[src/rtl/crl78hcap_pkg.sv]
// Shared types and defaults for the capture/backbone-mode controller.
// State codes are chosen so that adjacent phases differ in a single bit.
package crl78hcap_pkg;

  typedef enum logic [1:0] {
    BB_IDLE   = 2'b00,
    BB_ENTER  = 2'b01,
    BB_ACTIVE = 2'b11,
    BB_EXIT   = 2'b10
  } bb_state_e;

  localparam int BB_SETTLE_DEF = 4;
  localparam int BB_DRAIN_DEF  = 4;
  localparam int BB_ENTCNT_W   = 8;

  function automatic logic bb_is_busy(input bb_state_e s);
    return (s == BB_ENTER) || (s == BB_EXIT);
  endfunction

endpackage

[src/rtl/crl78hcapbbctl_if.sv]
// Handshake bundle between the debug/capture controller and the BB-mode controller.
// The master is the debug side; the slave is crl78hcapbbctl.
interface crl78hcapbbctl_if;
  import crl78hcap_pkg::*;

  logic                   bb_req;
  logic                   mod_scanmode;
  logic                   capmx_bbmode;
  logic                   bb_ack;
  logic                   bb_busy;
  logic                   bb_abort;
  logic [BB_ENTCNT_W-1:0] bb_entcnt;

  modport master (
    output bb_req, mod_scanmode,
    input  capmx_bbmode, bb_ack, bb_busy, bb_abort, bb_entcnt
  );

  modport slave (
    input  bb_req, mod_scanmode,
    output capmx_bbmode, bb_ack, bb_busy, bb_abort, bb_entcnt
  );

endinterface

[src/rtl/crl78hcapbbctl.sv]
// BB-mode entry/exit sequencer: 4-phase req/ack with settle/drain intervals around the
// capture clock-gate enable, and a scan-mode override that forces everything off.
module crl78hcapbbctl
  import crl78hcap_pkg::*;
#(
  parameter int SETTLE = BB_SETTLE_DEF,
  parameter int DRAIN  = BB_DRAIN_DEF,
  parameter int CNTW   = 8
) (
  input  logic             clk_fclkrt,
  input  logic             rst_sync,
  crl78hcapbbctl_if.slave  bb
);

  localparam logic [CNTW-1:0] SETTLE_LAST = CNTW'(SETTLE - 1);
  localparam logic [CNTW-1:0] DRAIN_LAST  = CNTW'(DRAIN - 1);

  bb_state_e              state_q, state_d;
  logic [CNTW-1:0]        cnt_q, cnt_d;
  logic                   capmx_q, capmx_d;
  logic                   ack_q, ack_d;
  logic                   busy_q, busy_d;
  logic                   abort_q, abort_d;
  logic [BB_ENTCNT_W-1:0] entcnt_q, entcnt_d;

  always_ff @(posedge clk_fclkrt) begin
    if (rst_sync) begin
      state_q  <= BB_IDLE;
      cnt_q    <= '0;
      capmx_q  <= 1'b0;
      ack_q    <= 1'b0;
      busy_q   <= 1'b0;
      abort_q  <= 1'b0;
      entcnt_q <= '0;
    end else begin
      state_q  <= state_d;
      cnt_q    <= cnt_d;
      capmx_q  <= capmx_d;
      ack_q    <= ack_d;
      busy_q   <= busy_d;
      abort_q  <= abort_d;
      entcnt_q <= entcnt_d;
    end
  end

  // Outputs are computed one cycle ahead so every output is a plain flop.
  always_comb begin
    state_d  = state_q;
    cnt_d    = cnt_q;
    capmx_d  = capmx_q;
    ack_d    = ack_q;
    abort_d  = 1'b0;
    entcnt_d = entcnt_q;

    if (bb.mod_scanmode) begin
      state_d = BB_IDLE;
      cnt_d   = '0;
      capmx_d = 1'b0;
      ack_d   = 1'b0;
      abort_d = (state_q != BB_IDLE);
    end else begin
      case (state_q)
        BB_IDLE: begin
          if (bb.bb_req) begin
            state_d = BB_ENTER;
            cnt_d   = '0;
            capmx_d = 1'b1;
          end
        end
        BB_ENTER: begin
          // A dropped request wins over a settle interval that would complete now.
          if (!bb.bb_req) begin
            state_d = BB_EXIT;
            cnt_d   = '0;
            capmx_d = 1'b0;
          end else if (cnt_q == SETTLE_LAST) begin
            state_d  = BB_ACTIVE;
            cnt_d    = '0;
            ack_d    = 1'b1;
            entcnt_d = entcnt_q + 1'b1;
          end else begin
            cnt_d = cnt_q + 1'b1;
          end
        end
        BB_ACTIVE: begin
          if (!bb.bb_req) begin
            state_d = BB_EXIT;
            cnt_d   = '0;
            capmx_d = 1'b0;
          end
        end
        BB_EXIT: begin
          if (cnt_q == DRAIN_LAST) begin
            state_d = BB_IDLE;
            cnt_d   = '0;
            ack_d   = 1'b0;
          end else begin
            cnt_d = cnt_q + 1'b1;
          end
        end
        default: begin
          state_d = BB_IDLE;
          cnt_d   = '0;
          capmx_d = 1'b0;
          ack_d   = 1'b0;
        end
      endcase
    end

    busy_d = bb_is_busy(state_d);
  end

  assign bb.capmx_bbmode = capmx_q;
  assign bb.bb_ack       = ack_q;
  assign bb.bb_busy      = busy_q;
  assign bb.bb_abort     = abort_q;
  assign bb.bb_entcnt    = entcnt_q;

endmodule

[src/flat_wrapper.sv]
// flat-port wrapper written by rule: the top's interface ports become plain ports
module crl78hcapbbctl_flat import crl78hcap_pkg::*;
#(
  parameter int SETTLE = BB_SETTLE_DEF,
  parameter int DRAIN  = BB_DRAIN_DEF,
  parameter int CNTW   = 8
)
  (clk_fclkrt, rst_sync, bb_bb_req, bb_mod_scanmode, bb_capmx_bbmode, bb_bb_ack, bb_bb_busy, bb_bb_abort, bb_bb_entcnt);
  crl78hcapbbctl_if bb_i ();
  input  logic clk_fclkrt;
  input  logic rst_sync;
  input wire logic [$bits(bb_i.bb_req)-1:0] bb_bb_req;
  input wire logic [$bits(bb_i.mod_scanmode)-1:0] bb_mod_scanmode;
  output wire logic [$bits(bb_i.capmx_bbmode)-1:0] bb_capmx_bbmode;
  output wire logic [$bits(bb_i.bb_ack)-1:0] bb_bb_ack;
  output wire logic [$bits(bb_i.bb_busy)-1:0] bb_bb_busy;
  output wire logic [$bits(bb_i.bb_abort)-1:0] bb_bb_abort;
  output wire logic [$bits(bb_i.bb_entcnt)-1:0] bb_bb_entcnt;
  assign bb_i.bb_req = bb_bb_req;
  assign bb_i.mod_scanmode = bb_mod_scanmode;
  assign bb_capmx_bbmode = bb_i.capmx_bbmode;
  assign bb_bb_ack = bb_i.bb_ack;
  assign bb_bb_busy = bb_i.bb_busy;
  assign bb_bb_abort = bb_i.bb_abort;
  assign bb_bb_entcnt = bb_i.bb_entcnt;
  crl78hcapbbctl #(.SETTLE(SETTLE), .DRAIN(DRAIN), .CNTW(CNTW)) u_core (.clk_fclkrt(clk_fclkrt), .rst_sync(rst_sync), .bb(bb_i));
endmodule
[config.mk]
export PLATFORM = sky130hd
export DESIGN_NAME = crl78hcapbbctl_flat
export DESIGN_NICKNAME = d
export VERILOG_FILES = /design/src/rtl/crl78hcap_pkg.sv /design/src/rtl/crl78hcapbbctl_if.sv /design/src/rtl/crl78hcapbbctl.sv /design/src/flat_wrapper.sv
export SDC_FILE = /design/constraint.sdc
export NUM_CORES = 1
export LEC_CHECK = 0
export ABC_AREA = 1
export ABC_CLOCK_PERIOD_IN_PS = 2400
export CORE_ASPECT_RATIO = 1.75
export CORE_MARGIN = 4
export CORE_UTILIZATION = 40
export DETAILED_ROUTE_END_ITERATION = 16
export PLACE_DENSITY_LB_ADDON = 0.05
export SKIP_CTS_REPAIR_TIMING = 1
export SYNTH_ARGS = -nofsm -noshare
export SYNTH_HDL_FRONTEND = slang
export SYNTH_SLANG_ARGS = --single-unit
[constraint.sdc]
create_clock -name clk_fclkrt -period 2.4 [get_ports clk_fclkrt]
set_clock_uncertainty 0.2 [all_clocks]
set_input_delay 0.36 -clock clk_fclkrt [delete_from_list [all_inputs] [get_ports clk_fclkrt]]
set_output_delay 0.36 -clock clk_fclkrt [all_outputs]
set_load 0.1 [all_outputs]
==> results of run 1 <==
-- sequential cells by signal (all words and copies together) (netlist names) --
name / count
u_core.bb.capmx_bbmode: 1
u_core.bb.bb_entcnt: 8
u_core.cnt_q: 8
u_core.bb.bb_busy: 1
u_core.bb.bb_abort: 1
u_core.bb.bb_ack: 1
u_core.state_q: 2
-- Yosys cell counts (all sizes together) (2+ instances only) --
cell type / count / area [sq um]
inv: 24 / 92.6
a21oi: 16 / 91.3
nand2: 47 / 196
or2: 2 / 15.0
nand3: 10 / 67.6
nand4: 2 / 12.5
nor2: 23 / 98.8
ha: 8 / 100
xor2: 6 / 52.6
nor3: 6 / 40.0
o21ai: 9 / 45.0
dfxtp: 22 / 440
-- power breakdown --
part / switching [mW] / total, mW / internal [mW]
sequential: 0.00429 / 0.375 / 0.371
clock: 0.119 / 0.265 / 0.146
combinational: 0.0717 / 0.102 / 0.0308
-- kinds of logic (layout without fill, tap and decap cells) --
family | after synthesis | in the layout
simple gates | 92 | 92
compound gates | 26 | 26
buf+inv | 25 | 44
flops | 22 | 22
fa+ha+maj | 8 | 8
xor+xnor | 6 | 6
-- area by class of cell --
class                      instances  area [sq um]  share of cell area
timing repair buffer              16           128              0.0835
multi-input combinational        132           759               0.497
tap                               43          53.8              0.0352
clock buffer                       4          55.1              0.0360
inverter                          24          92.6              0.0606
sequential                        22           440               0.288
-- stage by stage --
stage          utilization  setup slack (ns)  hold WS, ns  cell area (sq um)  power [mW]
6_report             0.487             0.497        0.291               1530       0.742
5_1_grt              0.487             0.348        0.326               1530       0.774
4_1_cts              0.487             0.481        0.298               1530       0.754
3_5_place_dp         0.469             0.325        0.286               1470       0.487
3_3_place_gp         0.469             0.380        0.269               1470       0.485
2_1_floorplan            -             0.264        0.264               1300       0.460
-- layer usage --
metal | vias up | global-route usage
met2 | 13 | 0.267
met3 | 5 | 0.0180
met4 | 0 | 0.0588
li1 | 609 | -
met5 | - | 0
met1 | 506 | 0.167
-- worst min-delay path, delay by kind of cell, from the launching register on --
| family | cells | cell delay [ns] |
|---|---|---|
| AO/OA/AOI/OAI | 1 | 0.05 |
| flip-flops | 1 | 0.33 |
| buffers and inverters | 1 | 0.07 |
-- worst max path at each step --
stage | startpoint | end
2_1_floorplan | u_core.bb.bb_entcnt[0] | u_core.bb.bb_entcnt[6]
3_3_place_gp | bb_bb_req | u_core.cnt_q[6]
3_5_place_dp | bb_bb_req | u_core.cnt_q[7]
4_1_cts | u_core.state_q[1] | u_core.cnt_q[3]
5_1_grt | u_core.state_q[1] | u_core.bb.capmx_bbmode
6_report | u_core.state_q[1] | u_core.cnt_q[3]
==> qor.csv, run 1 <==
stage;metric;value;unit
status;outcome;completed;
critical_path;crit_family;simple AND/OR/NAND/NOR gates;
routing;wl_per_cell;11.8;um
routing;ant_nets;0;
timing;hold_violations;0;
clock_network;cts-buffers-inserted;3;
critical_path;r2r-start;u_core.state_q[1];
power;leakage;0.646;nW
logic_synthesis;synth_top_family_by_area;simple AND/OR/NAND/NOR gates;
min_path;min_from;u_core.bb.bb_entcnt[6];
critical_path;end_kind;flip-flop;
logic_synthesis;synth-compound-area-share;0.110;
routing;wl;2850;um
floorplanning;initial_core_util;0.413;
critical_path;r2r_end;u_core.cnt_q[3];
floorplanning;ios;16;
cells_and_area;drive_gt1_frac;0.207;
clock_network;clkSlewWorstSetupHoldPaths;0.08;ns
logic_synthesis;synth_xor_area_frac;0.0405;
floorplanning;rows;27;
critical_path;worstSetupPathDepth;9;
cells_and_area;diodes;0;
floorplanning;core_area;3140;sq um
logic_synthesis;synth-edff-count;0;
logic_synthesis;ys_seq_area_frac;0.340;
clock_network;root_buffer;clkbuf_8;
logic_synthesis;synth-adder-area-share;0.0772;
critical_path;required;2.39;ns
timing;timing.fmax;0.526;GHz
routing;firstDrtPassIters;3;
clock_network;numClockSinks;22;
floorplanning;die_y;83.3;um
grt;overflow;0;
cells_and_area;final_cell_mix;43 x nand2_1, 22 x dfxtp_1, 18 x inv_1, 18 x nor2_1, 15 x a21oi_1;
logic_synthesis;synthDistinctLibCells;27;
critical_path;critical_path.max_stage_delay;0.38;ns
logic_synthesis;yosys_warnings;0;
cells_and_area;final_common_cell;nand2_1;
timing;min_period;1.90;ns
place;io_buffers;15;
floorplanning;die_w;51.0;um
critical_path;cpMaxStageDelayCell;dfxtp_1;
critical_path;arrival;1.89;ns
power;vdd_drop_max;0.314;mV
logic_synthesis;async_reset_ff_frac;0;
min_path;hp-class;reg -> reg;
critical_path;cp_common_cell;inv_2;
min_path;hold_end;u_core.bb.bb_entcnt[6];
cells_and_area;stdcell_count;241;
clock_network;clock_latency;0.26;ns
place;dp.cells;237;
timing;fin_crit_sh;0.793;
logic_synthesis;synth_nets;191;
routing;drt_iter0_markers;11;
grt;grt_pass1_wl;4890;um
timing;fin_tns_setup;0;ns
routing;drcViolationCount;0;
power;p_per_area;486;nW/um^2
critical_path;critPathMaxFanout;7;
critical_path;r2r_slack;0.50;ns
routing;viasPerCell;4.70;
cells_and_area;fillerInstances;318;
cells_and_area;fin_nets;211;
routing;routed.top_layer;met4;
routing;vias;1133;
timing;drv_slew;0;
min_path;hold_depth;2;
clock_network;h-tree-depth;1;
run;max-cap-violations;0;
logic_synthesis;synth_simple_gate_area_frac;0.358;
floorplanning;die-area;4250;sq um
timing;rsz0062_at_grt;no;
logic_synthesis;postSynthAreaPerCell;7.24;sq um
critical_path;path_buf_inv;3;
cells_and_area;area_growth_syn_to_layout;18.0;%
logic_synthesis;netlist_instances;179;
place;routabilityCongestion;0.768;
logic_synthesis;synth.area.mux_share;0;
clock_network;cts_tree;done;
critical_path;start_kind;flip-flop;
clock_network;clockBufferDepth;2;
timing;max_slew_margin;0.800;
timing;setup_viol;0;
logic_synthesis;ys_ff_latch;22;
timing;worstMarginPinSlew;0.300;ns
critical_path;crit_type;reg -> reg;
routing;wl_met3;46;um
logic_synthesis;syn-cell-area;1300;sq um
grt;antenna_found_initial;0;
grt;grt_max_degree;13;
grt;track_usage;0.147;
critical_path;cp_cell_sequence;inv_1, ha_1, nand2_1, inv_2, or2_4, nand3_4, a21oi_4, inv_2, nor3b_2;
critical_path;rr_worst_depth;9;
logic_synthesis;synthFlopType;dfxtp_1;
grt;grt_pass1_vias;1105;
routing;wl_met1;1170;um
place;dpl.hpwl;2290;um
routing;routed-wl-met2;1580;um
Note: power is estimated with default switching activity, not from simulation.
==> run 2, diff against run 1 <==
--- a/config.mk
+++ b/config.mk
@@ -6,7 +6,7 @@
 export NUM_CORES = 1
 export LEC_CHECK = 0
 export ABC_AREA = 1
-export ABC_CLOCK_PERIOD_IN_PS = 2400
+export ABC_CLOCK_PERIOD_IN_PS = 1620
 export CORE_ASPECT_RATIO = 1.75
 export CORE_MARGIN = 4
 export CORE_UTILIZATION = 40
==> constraint.sdc (replaced) <==
create_clock -name clk_fclkrt -period 1.62 [get_ports clk_fclkrt]
set_clock_uncertainty 0.2 [all_clocks]
set_input_delay 0.243 -clock clk_fclkrt [delete_from_list [all_inputs] [get_ports clk_fclkrt]]
set_output_delay 0.243 -clock clk_fclkrt [all_outputs]
set_load 0.1 [all_outputs]
==> run 2 against run 1 <==
  * The flow now finishes with violations (negative setup slack)
  * Sequential cell count did not move
  * Register-to-register slack got worse by 0.58 ns
  * Hold slack better by 0.0051 ns
  * Setup slack got worse by 0.58 ns
  * Clock power is 31% higher
  * Non-clock buffer count is 30 higher
  * Die area unchanged
  * Final cell count up 12%
  * Largest power group unchanged
  * Critical path depth stayed put
==> qor.csv, run 2 (synthesized netlist as in run 1, its figures left out) <==
stage;metric;value;unit
critical_path;arrival;1.69;ns
cells_and_area;area_growth_syn_to_layout;53.9;%
floorplanning;ios;16;
place;io_buffers;15;
cells_and_area;finish.utilization;0.635;
floorplanning;core_area;3140;sq um
power;seqPwrFrac;0.493;
routing;viasPerCell;4.84;
power;p_sw_frac;0.272;
place;dpl.hpwl;2650;um
grt;antenna_found_initial;0;
critical_path;crit_type;reg -> reg;
routing;drt_iter0_markers;16;
cells_and_area;fin_nets;241;
floorplanning;die-area;4250;sq um
floorplanning;die_w;51.0;um
clock_network;clkSlewWorstSetupHoldPaths;0.08;ns
min_path;hp-class;reg -> reg;
cells_and_area;diodes;0;
critical_path;start_kind;flip-flop;
timing;setup_ws;-0.0841;ns
timing;rsz0062_at_grt;yes;
place;pre_cts_slack;-0.273;ns
grt;grt_max_degree;13;
critical_path;cpMaxStageDelayCell;dfxtp_2;
grt;track_usage;0.170;
timing;timing.fmax;0.587;GHz
timing;worstMarginPinSlew;0.276;ns
routing;vias;1312;
power;power;1.12;mW
critical_path;cp_common_cell;inv_2;
routing;firstDrtPassIters;4;
cells_and_area;drive_gt1_frac;0.412;
critical_path;required;1.61;ns
critical_path;end_kind;flip-flop;
power;intPower;0.813;mW
routing;wl;3290;um
floorplanning;initial_core_util;0.413;
cells_and_area;final_cell_mix;41 x nand2_1, 30 x buf_4, 18 x nor2_1, 15 x a21oi_1, 14 x inv_1;
floorplanning;rows;27;
cells_and_area;final_common_cell;nand2_1;
power;vdd_drop_max;0.524;mV
timing;drv_slew;0;
status;outcome;finished, violations left;
clock_network;h-tree-depth;1;
place;routabilityCongestion;0.811;
power;p_per_area;560;nW/um^2
power;leakage;0.828;nW
power;p_comb_frac;0.195;
critical_path;critPathMaxFanout;5;
critical_path;critical_path.max_stage_delay;0.36;ns
clock_network;root_buffer;clkbuf_8;
power;p_switching;0.303;mW
grt;overflow;0;
clock_network;cts_tree;done;
timing;setup_viol;7;
routing;drcViolationCount;0;
critical_path;cp_cell_sequence;buf_6, ha_4, nand2_2, inv_2, or2_4, nand3_4, a21oi_4, inv_2, nor3b_2;
grt;grt_pass1_vias;1340;
clock_network;cts-buffers-inserted;3;
timing;fin_crit_sh;1.05;
clock_network;clock_latency;0.26;ns
timing;hold_violations;0;
run;max-cap-violations;0;
timing;max_slew_margin;0.816;
routing;ant_nets;0;
timing;min_period;1.70;ns
floorplanning;die_y;83.3;um
clock_network;numClockSinks;22;
grt;grt_pass1_wl;5580;um
status;violations;negative setup slack;
clock_network;clockBufferDepth;2;
timing;fin_tns_setup;-0.298;ns
routing;wl_per_cell;12.2;um
power;clockPowerShare;0.311;
## run 2: cell types whose count changed in the layout (fill, tap and decap cells not counted), moves of 4 or more
| cell | previous run | this run |
|---|---|---|
| inv_1 | 18 | 14 |
| buf_4 | 13 | 30 |
| buf_12 | 0 | 12 |
| dfxtp_1 | 22 | 10 |
| dfxtp_2 | 0 | 6 |
| dfxtp_4 | 0 | 6 |
| ha_1 | 8 | 4 |
## run 2: per-stage QoR
stage | hold WS, ns | instances | cell area, sq um
2_1_floorplan | 0.195 | 179 | 1320
3_5_place_dp | 0.285 | 262 | 1840
3_3_place_gp | 0.279 | 262 | 1840
6_report | 0.296 | 271 | 1990
4_1_cts | 0.296 | 266 | 1880
5_1_grt | 0.330 | 271 | 1990
## run 2: worst paths after layout
| path | endpoint | from | slack (ns) | cells after the start |
|---|---|---|---|---|
| worst max-delay path | u_core.cnt_q[3] | u_core.state_q[0] | -0.08 | 9 |
| worst min-delay path | u_core.bb.bb_entcnt[6] | u_core.bb.bb_entcnt[6] | 0.30 | 2 |
| worst max register to register | u_core.cnt_q[3] | u_core.state_q[0] | -0.08 | 9 |
| worst min register to register | u_core.bb.bb_entcnt[6] | u_core.bb.bb_entcnt[6] | 0.30 | 2 |
## run 2: metal layers
layer  routed length [um]  up-vias  GRT usage  share of wire
li1                     -      667          -              -
met1                 1200      611      0.158           0.36
met2                 1900       25      0.331           0.58
met3                   98        9     0.0251          0.030
met4                  101        0     0.0882          0.031
met5                    0        -          0              0
## run 2: power groups by stage
stage | clock network [mW] | logic, mW | registers (mW)
2_1_floorplan | 0 | 0.0802 | 0.594
3_3_place_gp | 0 | 0.203 | 0.562
3_5_place_dp | 0 | 0.207 | 0.563
4_1_cts | 0.370 | 0.207 | 0.550
5_1_grt | 0.386 | 0.235 | 0.552
6_report | 0.348 | 0.218 | 0.551
## run 2: layout make-up
type / instances / area, sq um
sequential: 22 / 470
timing repair buffer: 46 / 507
fill: 277 / 1150
clock buffer: 4 / 45.0
tap: 43 / 53.8
multi-input combinational: 132 / 821
inverter: 24 / 97.6
## run 2: critical path, delay by kind of cell, from the launching register on
kind                     cells  cell delay [ns]
AO/OA/AOI/OAI                1             0.21
adder cells (fa/ha/maj)      1             0.12
AND/OR/NAND/NOR              4             0.46
buffers and inverters        3             0.28
flip-flops                   1             0.36
